===== src/rtl/up_conv_pkg.sv =====
// Shared constants, state encoding and channel slicing helper for the up-conversion interpolator.
package up_conv_pkg;

    localparam int unsigned DW_DEF      = 16;
    localparam int unsigned NCH_DEF     = 2;
    localparam int unsigned RATIO_W_DEF = 4;

    localparam logic MODE_ZERO = 1'b0;
    localparam logic MODE_HOLD = 1'b1;

    typedef enum logic {
        ST_EMPTY = 1'b0,
        ST_FULL  = 1'b1
    } state_e;

    // LSB position of channel ch inside a packed multi-channel bus
    function automatic int unsigned ch_lsb(input int unsigned ch, input int unsigned dw);
        return ch * dw;
    endfunction

endpackage


===== src/rtl/up_conv_sat_scale.sv =====
// One channel: signed sample times unsigned ratio, saturated back to the signed sample range.
module up_conv_sat_scale
    import up_conv_pkg::*;
#(
    parameter int unsigned DW = DW_DEF,
    parameter int unsigned RW = RATIO_W_DEF
) (
    input  logic [DW-1:0] a,
    input  logic [RW-1:0] r,
    output logic [DW-1:0] y
);

    localparam int unsigned PW = DW + RW + 1;

    localparam logic signed [PW-1:0] MAX_V = {{(RW + 2){1'b0}}, {(DW - 1){1'b1}}};
    localparam logic signed [PW-1:0] MIN_V = {{(RW + 2){1'b1}}, {(DW - 1){1'b0}}};

    logic signed [PW-1:0] a_ext;
    logic signed [PW-1:0] r_ext;
    logic signed [PW-1:0] prod;

    // PW bits hold the exact product, so the low bits are correct two's complement
    assign a_ext = {{(RW + 1){a[DW-1]}}, a};
    assign r_ext = {{(DW + 1){1'b0}}, r};
    assign prod  = a_ext * r_ext;

    always_comb begin
        y = prod[DW-1:0];
        if (prod > MAX_V) begin
            y = MAX_V[DW-1:0];
        end else if (prod < MIN_V) begin
            y = MIN_V[DW-1:0];
        end
    end

endmodule


===== src/rtl/up_conv_interp.sv =====
// Integer interpolator: each accepted sample becomes R outputs (zero-stuff or hold).
// Optional gain compensation of the zero-stuff head sample under UP_CONV_INTERP_GAIN_EN.
module up_conv_interp
    import up_conv_pkg::*;
#(
    parameter int unsigned DW      = DW_DEF,
    parameter int unsigned NCH     = NCH_DEF,
    parameter int unsigned RATIO_W = RATIO_W_DEF
) (
    input  logic                clk,
    input  logic                rst,
    input  logic [RATIO_W-1:0]  ratio_i,
    input  logic                mode_i,
    input  logic [NCH*DW-1:0]   x_data_i,
    input  logic                x_valid_i,
    output logic                x_ready_o,
    output logic [NCH*DW-1:0]   y_data_o,
    output logic                y_valid_o,
    input  logic                y_ready_i,
    output logic                busy_o
);

    localparam int unsigned BW = NCH * DW;

    state_e             state_q;
    state_e             state_d;
    logic [BW-1:0]      held_q;
    logic [RATIO_W-1:0] phase_q;
    logic [RATIO_W-1:0] ratio_q;
    logic               mode_q;

    logic [RATIO_W-1:0] r_eff;
    logic               full;
    logic               last;
    logic               fire;
    logic               accept;

    assign r_eff  = (ratio_q == '0) ? RATIO_W'(1) : ratio_q;
    assign full   = (state_q == ST_FULL);
    assign last   = (phase_q == (r_eff - RATIO_W'(1)));
    assign fire   = full & y_ready_i;
    assign accept = x_valid_i & x_ready_o;

    always_ff @(posedge clk) begin
        if (rst) begin
            state_q <= ST_EMPTY;
        end else begin
            state_q <= state_d;
        end
    end

    // A last-phase fire empties the holder unless a new sample refills it in the same cycle
    always_comb begin
        state_d = state_q;
        case (state_q)
            ST_EMPTY: if (accept) state_d = ST_FULL;
            ST_FULL:  if (fire && last && !accept) state_d = ST_EMPTY;
            default:  state_d = ST_EMPTY;
        endcase
    end

    always_comb begin
        y_valid_o = 1'b0;
        busy_o    = 1'b0;
        x_ready_o = 1'b1;
        case (state_q)
            ST_FULL: begin
                y_valid_o = 1'b1;
                busy_o    = 1'b1;
                x_ready_o = last & y_ready_i;
            end
            default: ;
        endcase
    end

    always_ff @(posedge clk) begin
        if (rst) begin
            held_q  <= '0;
            phase_q <= '0;
            ratio_q <= RATIO_W'(1);
            mode_q  <= MODE_ZERO;
        end else if (accept) begin
            held_q  <= x_data_i;
            phase_q <= '0;
            ratio_q <= ratio_i;
            mode_q  <= mode_i;
        end else if (fire) begin
            phase_q <= last ? '0 : (phase_q + RATIO_W'(1));
        end
    end

    for (genvar c = 0; c < NCH; c++) begin : g_ch
        logic [DW-1:0] held_ch;
        logic [DW-1:0] head_ch;

        assign held_ch = held_q[ch_lsb(c, DW) +: DW];

`ifdef UP_CONV_INTERP_GAIN_EN
        logic [DW-1:0] scaled_ch;

        up_conv_sat_scale #(
            .DW (DW),
            .RW (RATIO_W)
        ) u_scale (
            .a (held_ch),
            .r (r_eff),
            .y (scaled_ch)
        );

        assign head_ch = (mode_q == MODE_ZERO) ? scaled_ch : held_ch;
`else
        assign head_ch = held_ch;
`endif

        assign y_data_o[ch_lsb(c, DW) +: DW] =
            !full               ? '0      :
            (phase_q == '0)     ? head_ch :
            (mode_q == MODE_HOLD) ? held_ch : '0;
    end

endmodule


===== config.mk =====
export PLATFORM = sky130hd
export DESIGN_NAME = up_conv_interp
export DESIGN_NICKNAME = d
export VERILOG_FILES = /design/src/rtl/up_conv_pkg.sv /design/src/rtl/up_conv_sat_scale.sv /design/src/rtl/up_conv_interp.sv
export SDC_FILE = /design/constraint.sdc
export NUM_CORES = 1
export LEC_CHECK = 0
export CORE_MARGIN = 8
export CORE_UTILIZATION = 50
export DETAILED_ROUTE_END_ITERATION = 8
export GPL_ROUTABILITY_DRIVEN = 0
export PLACE_DENSITY = 0.9
export SYNTH_ARGS = -nofsm -noshare
export SYNTH_HDL_FRONTEND = slang
export SYNTH_SLANG_ARGS = --single-unit

===== constraint.sdc =====
create_clock -name clk -period 4.05 [get_ports clk]
set_input_delay 0.81 -clock clk [delete_from_list [all_inputs] [get_ports clk]]
set_output_delay 0.81 -clock clk [all_outputs]
set_load 0.05 [all_outputs]

== Word level (Yosys, flattened, before mapping) ==
Index checks and enable logic that the tools add are counted.

* Bitwise operators: 4
* Equal/unequal tests: 1
* Muxes and demuxes: 13
* Add/sub/neg operators: 2
* Reduce and logical (&&, ||, !) cells: 6

{| class="wikitable"
|+ Operators with widths
! cell !! number
|-
| $mux 16 || 6
|-
| $logic_not 4->1 || 2
|-
| $mux 4 || 2
|-
| $add 4x1->4 const B || 1
|-
| $eq 4x4->1 || 1
|-
| $mux 1 || 4
|-
| $sub 4x1->4 const B || 1
|-
| $and 1x1->1 || 3
|-
| $logic_and 1x1->1 || 2
|-
| $pmux 1 s2 || 1
|-
| $reduce_or 2->1 || 1
|-
| $logic_not 1->1 || 1
|-
| $not 1->1 || 1
|}

* Word-level logic and storage cells: 31
* Output and inout port bits: 35
* Bits of input ports: 41
* Register bits: 42

== Depth between registers and ports, before layout ==
* Depth after elaboration: 11
* Depth in mapped cells: 11
* Depth with buffers taken out: 10

== Worst setup path before layout ==
No wires, ideal clock.

* Kind: register to output
* Start: register ratio_q[2]
* End: output port x_ready_o
* Path buffers: 0
* Path slack: 0.644 ns
* Cell stages (with the launch flop): 10
* Data required time: 3.240 ns
* Arrival: 2.596 ns
* Cell sequence: dfxtp_1 -> or2_1 -> nor2_1 -> nor2_1 -> ha_1 -> xnor2_1 -> xnor2_1 -> nor2_2 -> o21ai_0 -> o21ai_0

* Cells in the longest elaborated chain, start to end: 6

{| class="wikitable"
|+ RTL lines
! what !! line !! source
|-
| from (decl) || up_conv_interp.sv:29 || <nowiki>logic [RATIO_W-1:0] ratio_q;</nowiki>
|-
| from (signal assigned) || up_conv_interp.sv:85 || <nowiki>ratio_q <= ratio_i;</nowiki>
|-
| $logic_not 4->1 || up_conv_interp.sv:38 || <nowiki>assign r_eff = (ratio_q == '0) ? RATIO_W'(1) : ratio_q;</nowiki>
|-
| $mux 4 (*) || up_conv_interp.sv:38 ||
|-
| $sub 4x1->4 (*) || up_conv_interp.sv:40 || <nowiki>assign last = (phase_q == (r_eff - RATIO_W'(1)));</nowiki>
|-
| $eq 4x4->1 (*) || up_conv_interp.sv:40 ||
|-
| $and 1x1->1 (*) || up_conv_interp.sv:70 || <nowiki>x_ready_o = last & y_ready_i;</nowiki>
|-
| $mux 1 (*) || up_conv_interp.sv:66 || <nowiki>case (state_q)</nowiki>
|-
| to (decl) || up_conv_interp.sv:16 || <nowiki>output logic x_ready_o,</nowiki>
|}

Every way passes the cells marked *; elsewhere a longest branch is shown, timed or not.

== Worst setup path after layout ==
* Start: register phase_q[0]
* End: output port y_data_o[0]

* Cells in the longest elaborated chain, start to end: 3

{| class="wikitable"
|+ RTL lines
! what !! line !! source
|-
| from (decl) || up_conv_interp.sv:28 || <nowiki>logic [RATIO_W-1:0] phase_q;</nowiki>
|-
| from (signal assigned) || up_conv_interp.sv:88 || <nowiki>phase_q <= last ? '0 : (phase_q + RATIO_W'(1));</nowiki>
|-
| $logic_not 4->1 || up_conv_interp.sv:117 || <nowiki>(phase_q == '0) ? head_ch :</nowiki>
|-
| $mux 16 || up_conv_interp.sv:117 ||
|-
| $mux 16 || up_conv_interp.sv:116 || <nowiki>!full ? '0 :</nowiki>
|-
| to (decl) || up_conv_interp.sv:17 || <nowiki>output logic [NCH*DW-1:0] y_data_o,</nowiki>
|}

No other way between the ends.

==> impl_metrics.yaml <==
setup_path:
  critPathSlowestCell: "clkdlybuf4s50_1"
  crit_required_ps: 3240
  criticalPathCategory: "flip-flop to primary output"
  critPathLaunchType: "flip-flop"
  cp_cell_sequence: "inv_1 > ha_1 > a21oi_1 > nor2b_2 > and2_1 > clkdlybuf4s50_1"
  timing.rr.start: "ratio_q[2]"
  rr_endpoint: "held_q[16]"
  ff2ff_path_depth: 11
  arrival_ps: 2890
  rrSetupSlack_ps: 1360
  crit_path_end_kind: "primary output"
  startpoint: "phase_q[0]"
  path_max_fanout: 32
  max_stage_delay_ps: 830
route:
  wl_met3_um: 338
  wl_um: 5120
  drt_iter0_drc: 156
  via_per_inst: 4.981
  met2_length_um: 2344
  drt_first_pass_iters: 4
  avgRoutedWirePerCell_um: 13.69
  drcViolationCount: 0
  top_layer: "met4"
  antenna_left: 0
  drt-met1-wl_um: 2357
  vias: 1863
synthesis:
  synth_flop_cell: "dfxtp_1"
  ys_seq_area_share_pct: 36.32
  yosys-top-cells-area: "dfxtp_1 36%, nand2b_1 19%, mux2i_1 16%, and2_1 8.6%, buf_8 1.9%"
  ys_types: 29
  ys_top_cells_by_count: "72 x nand2b_1, 42 x dfxtp_1, 37 x mux2i_1"
  syn_nets: 300
  async_flop_share_pct: 0
  synth_area_per_cell_um2: 9.042
  synth_edf_count: 0
  ys_seq_elements: 42
  synth.most_common_cell: "nand2b_1"
  yosys_warnings: 0
  syn_inst: 256
  synth_top_cell_by_area: "dfxtp_1"
  yosys.area.top_type_share_pct: 36.32
  netlist_area_mm2: 0.002315
sta:
  fmax_ghz: 0.2704
  whs_ps: 468.6
  tns_ps: 0
  finalCritPeriodShare_pct: 91.31
  max_slew.worst_pin.slew_ps: 1039
  setup_violations: 0
  drv_slew: 0
  timing_hold_violations_final: 0
  rsz0062_at_grt: "no"
  fin_crit_ps: 3698
  fin_worst_skew_ps: 6.583
  maxSlewHeadroom_pct: 30.45
clock_network:
  cts_tree: "done"
  cts_setup_buffers: 0
  cts.path.max_buffers: 2
  cts.sinks: 42
  cts_root_buf: "clkbuf_8"
  htreeDepth: 2
  clk_pin_slew_worst_paths_ps: 80
  cts-buffers-inserted: 5
  worstSkewPairLatency_ps: 280
die:
  die_w_um: 84.04
  core_mm2: 0.004414
  die_h_um: 84.04
  start_util_pct: 52.44
  dieArea_mm2: 0.007063
  io_pins: 76
  num_rows: 24
min_path:
  hold_start: "held_q[23]"
  hold_path_end: "held_q[23]"
  min_path_cells: 2
  hold_path_class: "flip-flop to flip-flop"
global_route:
  grt_pass1_vias: 1914
  grt_usage_pct: 14.57
  overflow: 0
  grt_first_pass_wirelength_um: 8797
  grt_max_degree: 80
  antenna_found_initial: 0
final_layout:
  nNetsFinal: 366
  area_growth_pct: 34.65
  diodes: 0
  drive_gt1_share_pct: 4.348
flow_run:
  drv_cap: 0
pwr:
  powerDensity_mw_per_mm2: 323.4
  peakVddDrop_v: 0.0002006
  power.leakage_nw: 1.215
placed_design:
  dpl.hpwl_um: 3669
  port_buffers: 75
outcome:
  status: "finished clean"
## report_power, final
part / internal, mW / total, mW / switching (mW) / leakage (nW)
Clock: 0.119 / 0.248 / 0.129 / 0.0383
Sequential: 0.449 / 0.470 / 0.0206 / 0.346
Combinational: 0.136 / 0.290 / 0.155 / 0.831
## cells by family after synthesis
family | synth area share, %
compound gates | 4.432
xor+xnor | 1.135
fa+ha+maj | 1.622
buf+inv | 5.567
flops | 36.32
mux | 16.49
simple gates | 34.43
## metrics by stage
step | utilization [%] | total power, mW | worst slack [ps] | instance area (µm²) | cells
after floorplan | - | 0.6815 | 644.0 | 2315 | 256
after global placement | 68.82 | 0.7653 | 663.5 | 3038 | 367
after detailed placement | 68.82 | 0.7720 | 590.2 | 3038 | 367
after CTS | 70.55 | 1.020 | 257.3 | 3114 | 374
after global routing | 70.61 | 1.063 | 156.5 | 3117 | 374
final | 70.61 | 1.008 | 352.0 | 3117 | 374
## worst max-delay path, delay by kind of cell (launching register included)
family          cells  cell delay (ps)
compound gates      1               70
fa+ha+maj           1              150
buf+inv             2              940
flops               1              380
simple gates        2             1050
## layer usage
layer / vias up / GRT usage (%)
met5: - / 0
met4: 0 / 4.867
met3: 7 / 5.859
met2: 51 / 23.82
met1: 854 / 16.70
li1: 951 / -
## how the worst max path moves through the flow
stage,end,slack [ps],cells after the start
floorplan,x_ready_o,640,9
global placement,x_ready_o,660,10
finish,y_data_o[0],350,6
detailed placement,x_ready_o,590,10
CTS,x_ready_o,260,10
global route,y_data_o[6],160,6
## cell type report
cell class | count | area, µm²
Sequential cell | 42 | 840.8
Fill cell | 374 | 1297
Tap cell | 52 | 65.06
Clock buffer | 7 | 76.32
Timing Repair Buffer | 76 | 768.2
Multi-Input combinational cell | 192 | 1348
Inverter | 5 | 18.77
## repair_timing
action | 4_1_cts | 5_1_grt
endpoints found under the setup margin | 0 | 1
hold buffers | 0 | 0
resized for setup | 0 | 1
## cell usage in the layout (no fill, tap or decap)
cell type,instances
nor4_1,2
or2_2,1
nor2b_2,1
o21ai_0,3
dlymetal6s2s_1,1
buf_2,1
buf_12,1
nand2_1,7
mux2i_1,37
dfxtp_1,42
ha_1,3
a21oi_1,4
a211oi_1,2
o211ai_1,2
or2_1,1
nor2_2,1
clkbuf_8,5
clkbuf_1,2
xnor2_1,3
and2_1,32
nor2_1,7
mux2_2,1
a21oi_2,2
clkdlybuf4s50_1,73
nor3_1,3
nand4_1,2
inv_1,5
nand3_1,2
o22ai_4,1
nor2b_1,3
nand2b_1,72
## state kept, by name (all words and copies together) (netlist names)
signal / flops
ratio_q: 4
held_q: 32
phase_q: 4
mode_q: 1
full: 1
Power figures use the tool's default switching activity.
